==> config.mk <==
export PLATFORM = sky130hd
export DESIGN_NAME = jtcps1_gfx_arbiter
export DESIGN_NICKNAME = d
export VERILOG_FILES = /design/src/rtl/jtcps1_gfx_pkg.sv /design/src/rtl/jtcps1_rr_pick.sv /design/src/rtl/jtcps1_gfx_arbiter.sv
export SDC_FILE = /design/constraint.sdc
export NUM_CORES = 1
export LEC_CHECK = 0
export BUFFER_PORTS_ARGS = -buffer_cell sky130_fd_sc_hd__buf_4
export CAP_MARGIN = 20
export CELL_PAD_IN_SITES_DETAIL_PLACEMENT = 0
export CELL_PAD_IN_SITES_GLOBAL_PLACEMENT = 2
export CORE_UTILIZATION = 29
export CTS_CLUSTER_SIZE = 10
export DETAILED_ROUTE_END_ITERATION = 10
export PLACE_DENSITY = 0.87
export SLEW_MARGIN = 20
export SYNTH_ARGS = -nofsm -noshare
export SYNTH_HDL_FRONTEND = slang
export SYNTH_SLANG_ARGS = --single-unit
==> constraint.sdc <==
create_clock -name clk -period 3.2 [get_ports clk]
set_input_delay 0.16 -clock clk [delete_from_list [all_inputs] [get_ports clk]]
set_output_delay 0.16 -clock clk [all_outputs]
set_load 0.005 [all_outputs]
==> src/rtl/jtcps1_gfx_pkg.sv <==
// Shared constants for the CPS1 GFX ROM arbiter: layer codes, FSM encoding, requester count.
package jtcps1_gfx_pkg;

  localparam int NREQ = 4;

  localparam logic [2:0] LAYER_OBJ  = 3'd0;
  localparam logic [2:0] LAYER_SCR1 = 3'd1;
  localparam logic [2:0] LAYER_SCR2 = 3'd2;
  localparam logic [2:0] LAYER_SCR3 = 3'd3;

  typedef enum logic [1:0] {
    ST_IDLE = 2'd0,
    ST_MAP  = 2'd1,
    ST_XLAT = 2'd2,
    ST_ROM  = 2'd3
  } gfx_state_t;

endpackage

==> src/rtl/jtcps1_rr_pick.sv <==
// Combinational round-robin picker: first set req bit at or above pointer, wrapping 3->0.
module jtcps1_rr_pick
  import jtcps1_gfx_pkg::*;
(
  input  logic [NREQ-1:0] req,
  input  logic [1:0]      pointer,
  output logic            any,
  output logic [1:0]      idx
);

  logic [1:0] pos;

  // Walk from the farthest slot back to the pointer so the nearest hit is written last.
  always_comb begin
    any = |req;
    idx = 2'd0;
    pos = 2'd0;
    for (int k = NREQ - 1; k >= 0; k--) begin
      pos = pointer + 2'(k);
      if (req[pos]) idx = pos;
    end
  end

endmodule

==> src/rtl/jtcps1_gfx_arbiter.sv <==
// Shares the CPS1 GFX ROM port among OBJ/SCR1/SCR2/SCR3 via the bank mapper.
// Optional macro JTCPS1_GFXARB_OBJPRIO_EN: OBJ always wins, scroll layers rotate among themselves.
module jtcps1_gfx_arbiter
  import jtcps1_gfx_pkg::*;
#(
  parameter int AW = 20,
  parameter int DW = 32
) (
  input  logic              clk,
  input  logic              rst,
  input  logic [NREQ-1:0]   req,
  input  logic [NREQ*AW-1:0] addr,
  output logic [NREQ-1:0]   ok,
  output logic [DW-1:0]     data,
  output logic              map_en,
  output logic [2:0]        map_layer,
  output logic [9:0]        map_cin,
  input  logic [3:0]        map_offset,
  input  logic [3:0]        map_mask,
  output logic              rom_cs,
  output logic [AW-1:0]     rom_addr,
  input  logic              rom_ok,
  input  logic [DW-1:0]     rom_data,
  output logic              busy
);

  gfx_state_t state, state_nxt;
  logic [1:0]    ptr;
  logic [1:0]    win;
  logic [AW-1:0] a;
  logic          pick_any;
  logic [1:0]    pick_idx;
  logic [AW-1:0] sel_addr;

`ifdef JTCPS1_GFXARB_OBJPRIO_EN
  logic       scr_any;
  logic [1:0] scr_idx;

  jtcps1_rr_pick u_pick (
    .req     ({req[3:1], 1'b0}),
    .pointer (ptr),
    .any     (scr_any),
    .idx     (scr_idx)
  );

  assign pick_any = req[0] | scr_any;
  assign pick_idx = req[0] ? 2'd0 : scr_idx;
`else
  jtcps1_rr_pick u_pick (
    .req     (req),
    .pointer (ptr),
    .any     (pick_any),
    .idx     (pick_idx)
  );
`endif

  assign sel_addr = addr[int'(pick_idx)*AW +: AW];

  always_ff @(posedge clk or posedge rst) begin
    if (rst) state <= ST_IDLE;
    else     state <= state_nxt;
  end

  always_comb begin
    state_nxt = state;
    map_en    = 1'b0;
    busy      = 1'b1;
    case (state)
      ST_IDLE: begin
        busy = 1'b0;
        if (pick_any) state_nxt = ST_MAP;
      end
      ST_MAP: begin
        map_en    = 1'b1;
        state_nxt = ST_XLAT;
      end
      ST_XLAT: state_nxt = ST_ROM;
      ST_ROM:  if (rom_ok) state_nxt = ST_IDLE;
      default: state_nxt = ST_IDLE;
    endcase
  end

  always_ff @(posedge clk or posedge rst) begin
    if (rst) begin
      ok        <= '0;
      data      <= '0;
      map_layer <= LAYER_OBJ;
      map_cin   <= '0;
      rom_cs    <= 1'b0;
      rom_addr  <= '0;
      ptr       <= 2'd0;
      win       <= 2'd0;
      a         <= '0;
    end else begin
      ok <= '0;
      case (state)
        ST_IDLE: if (pick_any) begin
          win       <= pick_idx;
          a         <= sel_addr;
          map_layer <= {1'b0, pick_idx};
          map_cin   <= sel_addr[AW-1:AW-10];
        end
        // Mapper bank is registered at the end of MAP, so offset/mask are valid here.
        ST_XLAT: begin
          rom_addr <= {map_offset | (a[AW-1:AW-4] & map_mask), a[AW-5:0]};
          rom_cs   <= 1'b1;
        end
        ST_ROM: if (rom_ok) begin
          data   <= rom_data;
          ok     <= 4'b0001 << win;
          rom_cs <= 1'b0;
`ifdef JTCPS1_GFXARB_OBJPRIO_EN
          if (win != 2'd0) ptr <= win + 2'd1;
`else
          ptr <= win + 2'd1;
`endif
        end
        default: ;
      endcase
    end
  end

endmodule

==> results of run 1 <==
==> worst max-delay path, delay by kind of cell (launching register included) <==
family	cells	cell delay (ns)
compound gates	3	1.18
simple gates	1	0.63
flops	1	0.45
==> cell type report <==
cell class,count,area [um2]
clock buffers,9,225
clock inverters,7,68.8
fillers,1351,7960
inverters,8,31.3
multi-input cells,202,1850
flip-flops and latches,83,2080
well taps,180,225
repair buffers,206,1550
==> synthesized netlist by cell type (6+ instances only) <==
cell type	number	area [um2]
dfrtp_1	83	2080
nand2_1	6	22.5
nor2_1	25	93.8
a21oi_1	10	50.1
buf_4	14	105
buf_2	9	45.0
and3_1	16	100
mux2i_1	20	200
inv_1	7	26.3
and3_2	8	60.1
ha_1	8	100
a211oi_2	39	488
mux2_2	49	552
==> power by group <==
group	total [uW]	switching [uW]	internal, uW
Combinational	2440	1060	1380
Sequential	1880	310	1570
Clock	1010	468	546
Total	5330	1840	3490
==> cells by family after synthesis <==
group | synth area share
buf+inv | 0.0639
simple gates | 0.0845
other cells | 0.000894
flops | 0.495
compound gates | 0.152
mux | 0.179
fa+ha+maj | 0.0239
==> per-stage QoR <==
step                      worst slack, ns  area (um2)  total power (uW)  hold WS, ns
after CTS                           0.793        6030              5430       0.0305
final                               0.794        6030              5330       0.0455
after floorplan                     0.903        4190              3390        0.269
after global routing                0.600        6030              5740       0.0336
after global placement              0.811        5730              4330        0.209
after detailed placement            0.823        5730              4390        0.212
==> sequential cells by signal, indices dropped and copies added, names as in the netlist <==
signal and flops:
rom_cs 1, rom_addr 20, data 32, ok 4
map_cin 10, state 2, a 10, ptr 2
map_layer 2
==> repair_timing <==
action	4_1_cts	5_1_grt
hold endpoints to repair	25	0
buffers inserted	0	0
hold buffers	1	0
==> metal layers <==
layer  up-vias  track usage  share of wire
li1       1531            -              -
met1      1568        0.180           0.41
met2       122        0.272           0.51
met3        11       0.0465          0.074
met4         0       0.0457          0.012
met5         -            0              0
==> worst max path at each step <==
stage | start | endpoint | slack, ns | depth (start not counted)
after floorplan | rst | a[0] | 0.90 | 1
after global placement | ptr[1] | map_cin[9] | 0.81 | 4
after detailed placement | ptr[1] | a[9] | 0.82 | 4
after CTS | ptr[1] | a[9] | 0.79 | 4
after global routing | ptr[1] | a[9] | 0.60 | 4
final | ptr[1] | map_cin[4] | 0.79 | 4
==> impl_metrics.ini, run 1 <==
[status]
status = completed

[synthesis]
ys_seq_area_frac = 0.495
ys_seq_elements = 83
synth.distinct_cells = 38
synth_edf_count = 0
synthesis.area_per_instance_um2 = 12.9
ys.flop_type = dfrtp_1
yosysWarnings = 0
synth.net_count = 459
synth_cells = 324
synthesis.area_um2 = 4190
async_reset_ff_frac = 1.00

[cts]
clockRootBuffer = clkbuf_16
max-clock-path-buffers = 2
cts_tree = done
cts_sinks = 83
cts_max_level = 3
clk_latency_ns = 0.34
cts_buffers = 9
cts-resized-gates = 0
path_clk_slew_ns = 0.07

[die]
design.die.area_um2 = 14900
core_um2 = 14000
start_util = 0.300
ios = 199
die_y_um = 122
die_w_um = 122
num_rows = 43

[sta]
clock-skew-final_ns = 0.00574
rsz0062_at_grt = no
tns_ns = 0
finalMaxSlewViolations = 0
hold_viol = 0
fin_crit_ns = 2.41
fin_crit_sh = 0.752
worstMarginPinSlew_ns = 1.01
setup_viol = 0
fmax_mhz = 416
maxSlewHeadroom = 0.325

[power_and_ir_drop]
power_density_nw_per_um2 = 885
peakVddDrop_mv = 0.382
power.leakage_uw = 0.00286

[detailed_routing]
drt-total-wl_um = 11100
drt-initial-drc-count = 96
drtAntennaViolNets = 0
drc = 0
vias_per_cell = 4.65
vias = 3232
wl_per_cell_um = 15.9
detail_route.first_pass.iterations = 4

[layout]
syn_to_final_growth_pct = 43.8
final_cell_mix = 205 x buf_4, 83 x dfrtp_1, 49 x mux2_2, 39 x a211oi_2, 25 x nor2_1
fin_nets = 645
final_cells = 695
insertedDiodeCount = 0
drive_above_1_share = 0.637
layout_commonest_cell = buf_4
finalCoreUtilization = 0.431

[worst_setup_path]
slowest_stage = o211ai_2
worstPathArrival_ns = 2.62
critPathLaunchType = flop
end_kind = flop
path_cells = o211ai_2, nand2_4, a211oi_2, a211oi_2
r2r_cells = 4
worstPathRequired_ns = 3.41
path_class = reg2reg
r2r_start = ptr[1]
r2r-end = map_cin[4]
cpMostUsedCell = a211oi_2
path_max_fanout = 41
r2r_setup_slack_ns = 0.79
max_stage_delay_ns = 0.71

[global_routing]
grt_usage = 0.155
grt_max_degree = 42
grt_overflow = 0
antenna_found_initial = 0
grt_pass1_wl_um = 17800
grt_pass1_vias = 3610

[placed_design]
gp_congestion = 0.772
dpl.cell_count = 678
dp.final_hpwl_um = 8390
io_buffers = 197

[worst_hold_path]
min_from = rom_data[28]
worstHoldPathType = in2reg
min_to = data[28]
hold-path-cell-count = 2

[flow_run]
cap_violations = 0
Note: power is estimated with default switching activity, not from simulation.
==> run 2: changes to the inputs <==
==> constraint.sdc (replaced) <==
create_clock -name clk -period 2.5 [get_ports clk]
set_input_delay 0.125 -clock clk [delete_from_list [all_inputs] [get_ports clk]]
set_output_delay 0.125 -clock clk [all_outputs]
set_load 0.005 [all_outputs]
==> run 2 against run 1 <==
Compared with the run above:
- via count rose by 1.4%
- clock skew up 0.0061 ns
- clock-buffer cell count is the same
- hold slack lost 0.034 ns
- design area grew 5.4%
- global-route usage shrank 0.075 points
- largest cell class unchanged
- final cell count rose by 4.3%
- setup slack got worse by 0.21 ns
- maximum frequency increased by 26%
- routed wire length is 3.7% higher
- non-clock buffer count grew 30
- first-iteration DRC count fell by 10%
==> impl_metrics.ini, run 2 (same netlist as run 1, synthesis figures left out) <==
[status]
status = completed

[die]
num_rows = 43
core_um2 = 14000
ios = 199
start_util = 0.300
die_y_um = 122
design.die.area_um2 = 14900
die_w_um = 122

[worst_setup_path]
path_cells = nand2b_1, o22a_2, nand2_4, mux2i_1, a211oi_2
worstPathArrival_ns = 2.13
startpoint = ptr[0]
cp.depth = 5
path_max_fanout = 41
path_class = reg2reg
slowest_stage = nand2_4
critPathLaunchType = flop
cp-endpoint = map_cin[0]
r2r_cells = 5
worstPathRequired_ns = 2.72
r2r-end = map_cin[0]
r2r_start = ptr[0]
r2r_setup_slack_ns = 0.59
path_buf_inv = 0
end_kind = flop
max_stage_delay_ns = 0.53
cp_top_family = simple AND/OR/NAND/NOR gates

[detailed_routing]
drt-total-wl_um = 11500
vias = 3277
drc = 0
detail_route.first_pass.iterations = 4
drt-initial-drc-count = 86
drtAntennaViolNets = 0
vias_per_cell = 4.52
wl_per_cell_um = 15.8

[power_and_ir_drop]
power.leakage_uw = 0.00301
p_sw_uw = 2420
power.clock.fraction = 0.201
pwr-share-comb = 0.455
seqPwrFrac = 0.344
peakVddDrop_mv = 0.600
power_density_nw_per_um2 = 1110
p_sw_frac = 0.343
p_int_uw = 4620

[global_routing]
grt_max_degree = 48
grt_pass1_vias = 3388
grt_pass1_wl_um = 17300
grt_usage = 0.154
antenna_found_initial = 0
grt_overflow = 0

[cts]
postCtsSetupRepairBufs = 0
cts_buffers = 9
cts_sinks = 83
postCtsHoldBufs = 27
cts_tree = done
cts_max_level = 3
path_clk_slew_ns = 0.07
clk_latency_ns = 0.35
clockRootBuffer = clkbuf_16
max-clock-path-buffers = 2
cts-resized-gates = 0

[worst_hold_path]
worstHoldPathType = in2reg

[layout]
largestRegisters = data x32, rom_addr x20
final_cell_mix = 208 x buf_4, 83 x dfrtp_1, 49 x mux2_2, 39 x a211oi_2, 27 x dlygate4sd3_1
layout_commonest_cell = buf_4
top_register = data
syn_to_final_growth_pct = 51.5
final_cells = 725
drive_above_1_share = 0.609
insertedDiodeCount = 0
fillerInstances = 1321
fin_nets = 675
largest_reg_flops = 32

[sta]
whs_ns = 0.0117
tns_ns = 0
maxSlewHeadroom = 0.414
setup_viol = 0
worstMarginPinSlew_ns = 0.879
rsz0062_at_grt = no
finalMaxSlewViolations = 0
fin_crit_ns = 1.91
hold_viol = 0
clock-skew-final_ns = 0.0118
fmax_mhz = 522
fin_crit_sh = 0.766

[placed_design]
dp.final_hpwl_um = 8160
gp_congestion = 0.723
io_buffers = 197
dpl.cell_count = 682

[flow_run]
cap_violations = 0
## run 2: cell count changes in the layout (fill, tap and decap cells not counted), sizes merged
cell,delta
dlygate4sd3,+26
buf,+4
bufinv,+1
clkinv,-1
clkinvlp,-1
inv,+1
## run 2: power by group through the flow
stage / Sequential [uW] / Combinational, uW / Clock [uW]
2_1_floorplan: 2390 / 1960 / 0
3_3_place_gp: 2410 / 3170 / 0
3_5_place_dp: 2440 / 3230 / 0
4_1_cts: 2430 / 3260 / 1460
5_1_grt: 2500 / 3510 / 1510
6_report: 2420 / 3200 / 1410
## run 2: area by class of cell
class / instances / area [um2] / area share
timing repair buffer: 236 / 1850 / 0.292
multi-input combinational: 202 / 1850 / 0.292
clock buffer: 9 / 225 / 0.0355
clock inverter: 7 / 88.8 / 0.0140
tap: 180 / 225 / 0.0355
inverter: 8 / 31.3 / 0.00492
sequential: 83 / 2080 / 0.327
## run 2: metrics by stage
| stage | utilization | worst slack [ns] | area [um2] | power (uW) |
|---|---|---|---|---|
| finish | 0.454 | 0.585 | 6350 | 7040 |
| global route | 0.454 | 0.456 | 6350 | 7520 |
| CTS | 0.454 | 0.566 | 6350 | 7150 |
| detailed placement | 0.412 | 0.584 | 5770 | 5670 |
| global placement | 0.412 | 0.659 | 5770 | 5580 |
| floorplan | - | 0.238 | 4190 | 4340 |
## run 2: worst min-delay path by stage
| stage | slack, ns | end | cells after the start | start |
|---|---|---|---|---|
| after floorplan | 0.23 | rom_cs | 1 | rom_ok |
| after global placement | 0.33 | rom_addr[6] | 2 | rst |
| after detailed placement | 0.34 | rom_addr[6] | 2 | rst |
| after CTS | 0.001 | data[10] | 2 | rom_data[10] |
| after global routing | 0.002 | data[12] | 2 | rom_data[12] |
| final | 0.01 | data[12] | 2 | rom_data[12] |
## run 2: worst reg2reg max path, stage by stage, from the launching register on
cell and delay [ns]:
dfrtp_1 0.40, nand2b_1 0.16, o22a_2 0.25, nand2_4 0.53, mux2i_1 0.34, a211oi_2 0.10
## run 2: metal layers
layer  vias to the layer above  wire (um)  GRT usage  share of wire
li1                       1584          -          -              -
met1                      1574       4730      0.181           0.41
met2                       111       5900      0.268           0.51
met3                         8        753     0.0488          0.066
met4                         0         88     0.0427         0.0077
met5                         -          0          0              0
==> run 3: changes to the inputs <==
--- a/config.mk
+++ b/config.mk
@@ -9,10 +9,10 @@
 export CAP_MARGIN = 20
 export CELL_PAD_IN_SITES_DETAIL_PLACEMENT = 0
 export CELL_PAD_IN_SITES_GLOBAL_PLACEMENT = 2
-export CORE_UTILIZATION = 29
+export CORE_UTILIZATION = 26
 export CTS_CLUSTER_SIZE = 10
 export DETAILED_ROUTE_END_ITERATION = 10
-export PLACE_DENSITY = 0.87
+export PLACE_DENSITY = 0.83
 export SLEW_MARGIN = 20
 export SYNTH_ARGS = -nofsm -noshare
 export SYNTH_HDL_FRONTEND = slang
==> constraint.sdc (replaced) <==
create_clock -name clk -period 1.55 [get_ports clk]
set_input_delay 0.0775 -clock clk [delete_from_list [all_inputs] [get_ports clk]]
set_output_delay 0.0775 -clock clk [all_outputs]
set_load 0.005 [all_outputs]
==> run 3 against run 2 <==
Compared with the run above:
- the run now ends with negative setup slack left
- sequential power rose by 62%
- critical path type unchanged
- hold slack improved by 0.0061 ns
- clock skew shrank 0.0036 ns
- register-to-register slack worse by 0.65 ns
- clock power is 43% higher
- combinational power increased by 110%
- clock-buffer cell count up 4
- global-route usage is 0.34 points lower
- maximum frequency increased by 19%
- sequential share of layout area fell by 3.4 points
- critical path depth up 1
- setup slack lost 0.65 ns
==> impl_metrics.ini, run 3 (same netlist as run 1, synthesis figures left out) <==
[cts]
max-clock-path-buffers = 2
cts_sinks = 83
clockRootBuffer = clkbuf_16
cts_buffers = 9
cts_tree = done
clk_latency_ns = 0.34
path_clk_slew_ns = 0.06
cts_max_level = 3

[layout]
fillerInstances = 1448
final_cell_mix = 217 x buf_4, 82 x dfrtp_1, 48 x mux2_2, 34 x a211oi_2, 34 x dlygate4sd3_1
fin_nets = 713
syn_to_final_growth_pct = 69.4
top_register = data
largest_reg_flops = 32
seq_area_um2 = 2080
insertedDiodeCount = 0
layout_commonest_cell = buf_4
finalCoreUtilization = 0.449
final_cell_area_um2 = 7100
multi_input_area_um2 = 2050
drive_above_1_share = 0.655
largestRegisters = data x32, rom_addr x20

[power_and_ir_drop]
total_power_uw = 12600
p_int_uw = 8370
peakVddDrop_mv = 0.699
power.leakage_uw = 0.00326
p_sw_frac = 0.335
seqPwrFrac = 0.312
p_sw_uw = 4210
pwr-share-comb = 0.528
power_density_nw_per_um2 = 1770
power.clock.fraction = 0.160

[detailed_routing]
drt-total-wl_um = 12800
vias_per_cell = 4.31
drt-initial-drc-count = 127
detail_route.first_pass.iterations = 4
vias = 3444
drtAntennaViolNets = 0
wl_per_cell_um = 16.0
drc = 0

[worst_setup_path]
r2r_cells = 6
startpoint = ptr[1]
r2r_start = ptr[1]
r2r_setup_slack_ns = -0.06
r2r-end = a[0]
cp.depth = 6
slowest_stage = dfrtp_2
end_kind = flop
cp_top_family = compound AO/OA/AOI/OAI gates
path_max_fanout = 8
path_buf_inv = 1
path_cells = a21boi_2, o22a_4, nand2_8, buf_12, mux2i_2, a211oi_2
path_class = reg2reg
worstPathArrival_ns = 1.86
critPathLaunchType = flop
cp-endpoint = a[0]
worstPathRequired_ns = 1.80
max_stage_delay_ns = 0.48

[sta]
fmax_mhz = 621
rsz0062_at_grt = yes
setup_viol = 20
fin_crit_sh = 1.04
worstMarginPinSlew_ns = 0.630
finalMaxSlewViolations = 0
worst_slack_ns = -0.0613
hold_viol = 0
fin_crit_ns = 1.61
maxSlewHeadroom = 0.580
clock-skew-final_ns = 0.00821
tns_ns = -0.776

[placed_design]
dp.final_hpwl_um = 8830
pre_cts_ws_ns = -0.125
dpl-instance-area_um2 = 6040
io_buffers = 197
gp_congestion = 0.757

[die]
num_rows = 46
core_um2 = 15800
design.die.area_um2 = 16600
start_util = 0.265
die_y_um = 129
die_w_um = 129
ios = 199

[flow_run]
cap_violations = 0

[global_routing]
grt_pass1_vias = 3530
grt_max_degree = 50
grt_pass1_wl_um = 18800
grt_usage = 0.151
grt_overflow = 0
antenna_found_initial = 0

[status]
violations = negative setup slack
status = finished, violations left

[worst_hold_path]
worstHoldPathType = in2reg
## run 3: cell count changes in the layout (fill, tap and decap cells not counted), moves of 5 or more
cell | before | now
a211oi_2 | 39 | 34
a211oi_4 | 0 | 5
buf_12 | 1 | 10
buf_4 | 208 | 217
buf_6 | 0 | 8
dlygate4sd3_1 | 27 | 34
mux2i_1 | 20 | 13
mux2i_2 | 0 | 7
## run 3: how the worst min path moves through the flow
stage | start | endpoint | slack [ns] | depth (start not counted)
after floorplan | rom_ok | rom_cs | 0.19 | 1
after global placement | rst | rom_addr[18] | 0.25 | 3
after detailed placement | rst | rom_addr[18] | 0.25 | 3
after CTS | map_offset[2] | rom_addr[18] | 0.006 | 3
after global routing | map_offset[2] | rom_addr[18] | 0.03 | 3
final | map_offset[2] | rom_addr[18] | 0.02 | 3
## run 3: power by group through the flow
stage	Clock (uW)	Sequential [uW]	Combinational (uW)
after floorplan	0	3850	3160
after global placement	0	3880	5650
after detailed placement	0	3920	5770
after CTS	2110	3900	6300
after global routing	2210	4060	7180
final	2010	3920	6650
## run 3: area by class of cell
cell class	count	area share
well taps	216	0.0381
flip-flops and latches	83	0.293
repair buffers	274	0.337
clock buffers	13	0.0367
clock inverters	3	0.00317
multi-input cells	202	0.288
inverters	8	0.00476
## run 3: timing repair
action	CTS	global route
hold buffers	34	0
cloned	2	4
pin swaps	4	7
buffers inserted	4	2
setup endpoints to repair	54	40
resized for setup	25	23
endpoints found under the hold margin	116	0
## run 3: stage by stage
stage               cells  hold slack [ns]
floorplan             324            0.186
global placement      737            0.247
detailed placement    737            0.247
CTS                   793          0.00553
global route          799           0.0321
finish                799           0.0179
## run 3: tightest hold or removal path, stage by stage
cell	delay [ns]
buf_4	0.08
a21oi_1	0.03
a21oi_1	0.12
## run 3: per-layer routing
metal / up-vias / track usage / wire length [um]
met1: 1660 / 0.186 / 5280
li1: 1662 / - / -
met4: 0 / 0.0415 / 122
met2: 111 / 0.252 / 6450
met3: 11 / 0.0482 / 916
met5: - / 0 / 0
